File: src/rtl/adc_ad7175_bus_if.sv
// DSP bus register block for the AD7175 controller: command launch with start/busy handshake,
// single-read result latching, status flags and coherent 2x16 reads of the 24-bit cc channels.
module adc_ad7175_bus_if #(
  parameter int START_TIMEOUT = 64
) (
  input  logic        xclk,
  input  logic        reset,
  input  logic [3:0]  bus_addr_i,
  input  logic [15:0] bus_wdata_i,
  input  logic        bus_wr_stb_i,
  input  logic        bus_rd_stb_i,
  output logic [15:0] bus_rdata_o,
  output logic        start_ctrl_o,
  output logic [3:0]  action_o,
  output logic [7:0]  communications_register_o,
  output logic [23:0] data_to_write_o,
  input  logic        ctrl_busy_i,
  input  logic        cc_read_busy_i,
  input  logic [31:0] data_read_i,
  input  logic [23:0] adc_data_0_i,
  input  logic [23:0] adc_data_1_i,
  input  logic [23:0] adc_data_2_i,
  input  logic [23:0] adc_data_3_i
);

  localparam int TW = (START_TIMEOUT > 2) ? $clog2(START_TIMEOUT) : 1;
  localparam logic [TW-1:0] TMAX = TW'(START_TIMEOUT - 1);

  typedef enum logic [1:0] {S_IDLE, S_ASSERT, S_WAIT_DONE, S_PULSE} state_t;

  state_t          state_q;
  logic [TW-1:0]   timer_q;
  logic            start_q;
  logic [3:0]      action_q;
  logic [7:0]      comm_q;
  logic [23:0]     dtw_q;

  logic [15:0]     wlo_q, wlo_d;
  logic [7:0]      whi_q, whi_d;
  logic [31:0]     rd_q, rd_d;
  logic            done_q, done_d, rej_q, rej_d, to_q, to_d;
  logic [15:0]     rdata_q, rdata_d;
  logic [3:0][7:0] hold_q, hold_d;

  logic [3:0][23:0] adc;
  logic [3:0]       cmd_act;
  logic [1:0]       adc_n;
  logic             wr_cmd, cmd_ok, cmd_accept, cmd_reject;
  logic             done_evt, timeout_evt, rd_status, rd_hi, busy;
  logic [15:0]      status;

  assign adc        = {adc_data_3_i, adc_data_2_i, adc_data_1_i, adc_data_0_i};
  assign cmd_act    = bus_wdata_i[3:0];
  assign wr_cmd     = bus_wr_stb_i && (bus_addr_i == 4'd0);
  assign cmd_ok     = (state_q == S_IDLE) && (cmd_act <= 4'd8) &&
                      !((cmd_act <= 4'd7) && cc_read_busy_i);
  assign cmd_accept = wr_cmd && cmd_ok;
  assign cmd_reject = wr_cmd && !cmd_ok;

  assign done_evt    = (state_q == S_WAIT_DONE) && !ctrl_busy_i;
  assign timeout_evt = (state_q == S_ASSERT) && !ctrl_busy_i && (timer_q == TMAX);
  assign rd_status   = bus_rd_stb_i && (bus_addr_i == 4'd0);
  assign rd_hi       = bus_rd_stb_i && (bus_addr_i == 4'd2);
  assign busy        = (state_q != S_IDLE) || ctrl_busy_i;
  assign status      = {4'h0, action_q, 3'b000, to_q, rej_q, done_q, cc_read_busy_i, busy};

  // Addresses 4..11 map pairwise onto channels 0..3; the subtraction wraps mod 4.
  assign adc_n = bus_addr_i[2:1] - 2'd2;

  always_comb begin
    wlo_d   = wlo_q;
    whi_d   = whi_q;
    rd_d    = done_evt ? data_read_i : rd_q;
    done_d  = done_evt    || (done_q && !rd_hi);
    rej_d   = cmd_reject  || (rej_q  && !rd_status);
    to_d    = timeout_evt || (to_q   && !rd_status);
    rdata_d = rdata_q;
    hold_d  = hold_q;
    if (bus_wr_stb_i) begin
      case (bus_addr_i)
        4'd1:    wlo_d = bus_wdata_i;
        4'd2:    whi_d = bus_wdata_i[7:0];
        default: ;
      endcase
    end
    if (bus_rd_stb_i) begin
      case (bus_addr_i)
        4'd0:                    rdata_d = status;
        4'd1:                    rdata_d = rd_q[15:0];
        4'd2:                    rdata_d = rd_q[31:16];
        4'd4, 4'd6, 4'd8, 4'd10: begin
          // Upper byte is frozen now so the following odd-address read is coherent.
          rdata_d        = adc[adc_n][15:0];
          hold_d[adc_n]  = adc[adc_n][23:16];
        end
        4'd5, 4'd7, 4'd9, 4'd11: rdata_d = {8'h00, hold_q[adc_n]};
        default:                 rdata_d = 16'h0000;
      endcase
    end
  end

  always_ff @(posedge xclk or negedge reset) begin
    if (!reset) begin
      wlo_q   <= '0;
      whi_q   <= '0;
      rd_q    <= '0;
      done_q  <= 1'b0;
      rej_q   <= 1'b0;
      to_q    <= 1'b0;
      rdata_q <= '0;
      hold_q  <= '0;
    end else begin
      wlo_q   <= wlo_d;
      whi_q   <= whi_d;
      rd_q    <= rd_d;
      done_q  <= done_d;
      rej_q   <= rej_d;
      to_q    <= to_d;
      rdata_q <= rdata_d;
      hold_q  <= hold_d;
    end
  end

  always_ff @(posedge xclk or negedge reset) begin
    if (!reset) begin
      state_q  <= S_IDLE;
      timer_q  <= '0;
      start_q  <= 1'b0;
      action_q <= '0;
      comm_q   <= '0;
      dtw_q    <= '0;
    end else begin
      case (state_q)
        S_IDLE: begin
          if (cmd_accept) begin
            action_q <= cmd_act;
            comm_q   <= bus_wdata_i[15:8];
            dtw_q    <= {whi_q, wlo_q};
            start_q  <= 1'b1;
            timer_q  <= '0;
            state_q  <= (cmd_act <= 4'd6) ? S_ASSERT : S_PULSE;
          end
        end
        S_PULSE: begin
          start_q <= 1'b0;
          state_q <= S_IDLE;
        end
        S_ASSERT: begin
          if (ctrl_busy_i) begin
            start_q <= 1'b0;
            state_q <= S_WAIT_DONE;
          end else if (timer_q == TMAX) begin
            start_q <= 1'b0;
            state_q <= S_IDLE;
          end else begin
            timer_q <= timer_q + 1'b1;
          end
        end
        S_WAIT_DONE: begin
          if (!ctrl_busy_i) state_q <= S_IDLE;
        end
        default: state_q <= S_IDLE;
      endcase
    end
  end

  assign bus_rdata_o               = rdata_q;
  assign start_ctrl_o              = start_q;
  assign action_o                  = action_q;
  assign communications_register_o = comm_q;
  assign data_to_write_o           = dtw_q;

endmodule
File: config.mk
export PLATFORM = sky130hd
export DESIGN_NAME = adc_ad7175_bus_if
export DESIGN_NICKNAME = d
export VERILOG_FILES = /design/src/rtl/adc_ad7175_bus_if.sv
export SDC_FILE = /design/constraint.sdc
export NUM_CORES = 1
export LEC_CHECK = 0
export ABC_AREA = 0
export CAP_MARGIN = 15
export CORE_ASPECT_RATIO = 0.8
export CORE_MARGIN = 4
export CORE_UTILIZATION = 40
export CTS_BUF_LIST = sky130_fd_sc_hd__clkbuf_8
export DETAILED_ROUTE_END_ITERATION = 8
export GPL_ROUTABILITY_DRIVEN = 0
export HOLD_SLACK_MARGIN = 0.03
export PLACE_DENSITY = 0.69
export SYNTH_ARGS = -nofsm -noshare
export SYNTH_HDL_FRONTEND = slang
export SYNTH_SLANG_ARGS = --single-unit
File: constraint.sdc
create_clock -name xclk -period 2.1 [get_ports xclk]
set_input_delay 0.42 -clock xclk [delete_from_list [all_inputs] [get_ports xclk]]
set_output_delay 0.42 -clock xclk [all_outputs]
set_load 0.01 [all_outputs]
==> flow_summary.yaml, run 1 <==
sta:
  min_period_over_period_pct: 96.2
  max_slew_margin_pct: 69.6
  min_period_ns: 2.02
  hold_viol: 0
  finalMaxSlewViolations: 0
  finClkSkew_ns: 0.0190
  worst_slack_ns: 0.0790
  setup_viol: 0
  tightest_slew_ns: 0.456
  whs_ns: 0.474
  rsz0062_at_grt: "no"
  max_freq_mhz: 495
global_route:
  grt_start_max_net_pins: 46
  grt-ovfl-total: 0
  antenna_found_initial: 0
  grt_pass1_wl_um: 31100
  grt_pass1_vias: 5777
  grt_use_total_pct: 20.1
worst_setup_path:
  reg2reg_depth: 5
  timing.rr.end: "timer_q[1]$_DFFE_PN0P_"
  arrival_ns: 2.36
  crit_type: "in -> reg"
  slowest_delay_ns: 0.60
  r2r_start: "timer_q[0]$_DFFE_PN0P_"
  crit_chain: "clkdlybuf4s50_1, nor3b_1, a221o_1, nor4b_4, buf_4, mux2_2"
  cp_slowest_cell: "clkdlybuf4s50_1"
  worstPathRequired_ns: 2.44
  crit_fanout: 8
  crit_path_start_kind: "primary input"
  r2r_slack_ns: 0.23
  cp-end-kind: "register"
placed_design:
  hpwl_um: 14900
  dpl-instance-area_sq_mm: 0.00983
  pre_cts_ws_ns: -0.309
  io_buffers: 206
synth:
  yosys-top-cells-area: "dfrtp_1, mux2_2, mux4_2"
  yosys.area.top_type: "dfrtp_1"
  ys_ff_latch: 152
  synth_cell_type_count: 48
  synthTopCellsByCount: "dfrtp_1, mux2_2, mux4_2, nand2_1, nor2_1"
  synth-warning-count: 0
  seq_area_frac_synth_pct: 54.1
  synth_flop_cell: "dfrtp_1"
  synthCells: 470
  synth_area_per_cell_sq_um: 15.0
  yosysMostFrequentCell: "dfrtp_1"
  netlist_area_sq_mm: 0.00703
  syn_nets: 625
  synth_top_area_share_pct: 54.1
  synth-edff-count: 0
  postSynth.asyncResetShare_pct: 100
detailed_routing:
  totalWireLength_um: 19200
  ant_nets: 0
  drc: 0
  num_vias: 5100
  drt-pass1-iter-count: 5
  wire_per_inst_um: 19.9
  drt_iter0_drc: 185
  via_per_inst: 5.28
clocking:
  clk_pin_slew_ns: 0.08
  post_cts_buffers: 0
  cts_buffers: 17
  clock-sinks: 152
  clkLatencyLatePin_ns: 0.46
  h-tree-depth: 4
  clockBufferDepth: 2
  cts_root_buf: "clkbuf_8"
  cts_tree: "built"
status:
  status: "finished, final reports clean"
finish:
  nets: 882
  drive_gt1_share_pct: 35.5
  n_antenna_cell: 0
  area_delta_synth_final_pct: 45.1
  fin_util_pct: 59.0
  final_cell_area_sq_mm: 0.0102
power_and_ir_drop:
  power.leakage_nw: 4.45
  p_total_mw: 7.97
  ir_drop_v: 0.000460
  power-per-cell-area_mw_per_mm2: 781
floorplan:
  initial_core_util_pct: 40.7
  rows: 43
  die_x_um: 156
  die_y_um: 127
  dieArea_sq_mm: 0.0198
  core-area_sq_mm: 0.0173
  ios: 207
flow_run:
  cap_violations: 0
hold_path:
  hold_path.class: "in -> async"
[sequential cells by signal, indices dropped and copies added, names as in the netlist]
| name | count |
|---|---|
| communications_register_o | 8 |
| rej_q | 1 |
| done_q | 1 |
| bus_rdata_o | 16 |
| wlo_q | 16 |
| action_o | 4 |
| whi_q | 8 |
| rd_q | 32 |
| start_ctrl_o | 1 |
| state_q | 2 |
| timer_q | 6 |
| hold_q | 32 |
| data_to_write_o | 24 |
| to_q | 1 |
[where the power goes]
| part | internal, mW | switching (mW) | leakage (nW) |
|---|---|---|---|
| Combinational | 1.28 | 0.654 | 2.31 |
| Sequential | 3.61 | 0.390 | 1.95 |
| Clock | 0.844 | 1.19 | 0.190 |
[stage by stage]
step	instances	TNS, ns
finish	965	0
global route	965	0
CTS	965	0
detailed placement	932	-18.85
global placement	932	-17.50
floorplan	470	0
[repair_timing]
item	4_1_cts	5_1_grt
endpoints found under the hold margin	41	0
setup endpoints to repair	0	7
hold buffers	1	0
gates resized for setup	0	1
[kinds of logic after synthesis]
logic type / count (synthesis) / synth area share (%)
xor+xnor: 2 / 0.249
fa+ha+maj: 1 / 0.178
simple gates: 54 / 5.00
flops: 152 / 54.1
compound gates: 67 / 7.42
mux: 157 / 30.3
buf+inv: 37 / 2.76
[placed cells by master (no fill, tap or decap), types with 2 or more instances in the layout]
master / Yosys / final
mux2_2: 124 / 124
a32o_1: 2 / 2
nand3_1: 2 / 2
and3_1: 9 / 9
dfrtp_1: 152 / 152
nor3_1: 2 / 2
a22oi_1: 4 / 4
clkinv_2: 0 / 3
nor4b_4: 3 / 3
buf_12: 0 / 12
a221o_1: 5 / 5
nor3b_1: 3 / 2
a222oi_1: 8 / 8
a21oi_1: 11 / 11
inv_6: 0 / 4
nand2_1: 14 / 14
o2bb2ai_1: 6 / 6
mux4_2: 32 / 32
o21ai_0: 5 / 5
a22o_1: 5 / 5
a31oi_1: 5 / 5
inv_8: 0 / 2
buf_2: 10 / 2
xor2_1: 2 / 2
a211oi_1: 3 / 3
inv_1: 5 / 6
nor2_1: 12 / 12
clkdlybuf4s50_1: 0 / 203
clkinv_4: 0 / 5
a21o_1: 5 / 5
buf_4: 7 / 50
clkbuf_8: 0 / 17
[worst max-delay path by stage]
stage | start | end | depth (start not counted)
detailed placement | bus_addr_i[3] | hold_q[7]$_DFFE_PN0P_ | 7
CTS | bus_addr_i[3] | hold_q[3]$_DFFE_PN0P_ | 7
floorplan | bus_addr_i[2] | hold_q[16]$_DFFE_PN0P_ | 6
global placement | bus_addr_i[3] | hold_q[0]$_DFFE_PN0P_ | 7
global route | bus_addr_i[3] | hold_q[0]$_DFFE_PN0P_ | 6
finish | bus_addr_i[3] | hold_q[16]$_DFFE_PN0P_ | 6
[layer usage]
layer  vias up  global-route usage, %  part of all wire [%]
met1      2608                   27.1                    43
li1       2324                      -                     -
met5         -                      0                     0
met3        18                   4.95                   5.2
met2       150                   33.2                    50
met4         0                   4.74                   1.5
[worst max-delay path: cells and delay by family]
| kind | cells | cell delay [ns] |
|---|---|---|
| buffers and inverters | 2 | 0.82 |
| AND/OR/NAND/NOR | 2 | 0.39 |
| multiplexers | 1 | 0.35 |
| AO/OA/AOI/OAI | 1 | 0.37 |
[final cells by class]
| type | count | area (sq um) |
|---|---|---|
| well taps | 225 | 282 |
| repair buffers | 269 | 2680 |
| multi-input cells | 281 | 3060 |
| inverters | 6 | 22.5 |
| clock inverters | 15 | 120 |
| flip-flops and latches | 152 | 3800 |
| clock buffers | 17 | 234 |
| fillers | 1375 | 7070 |
Note: power is estimated with default switching activity, not from simulation.
==> run 2, diff against run 1 <==
- ABC_AREA: 0 -> unset
==> results of run 2 <==
Final layout, timing and power as in run 1 (identical DEF).
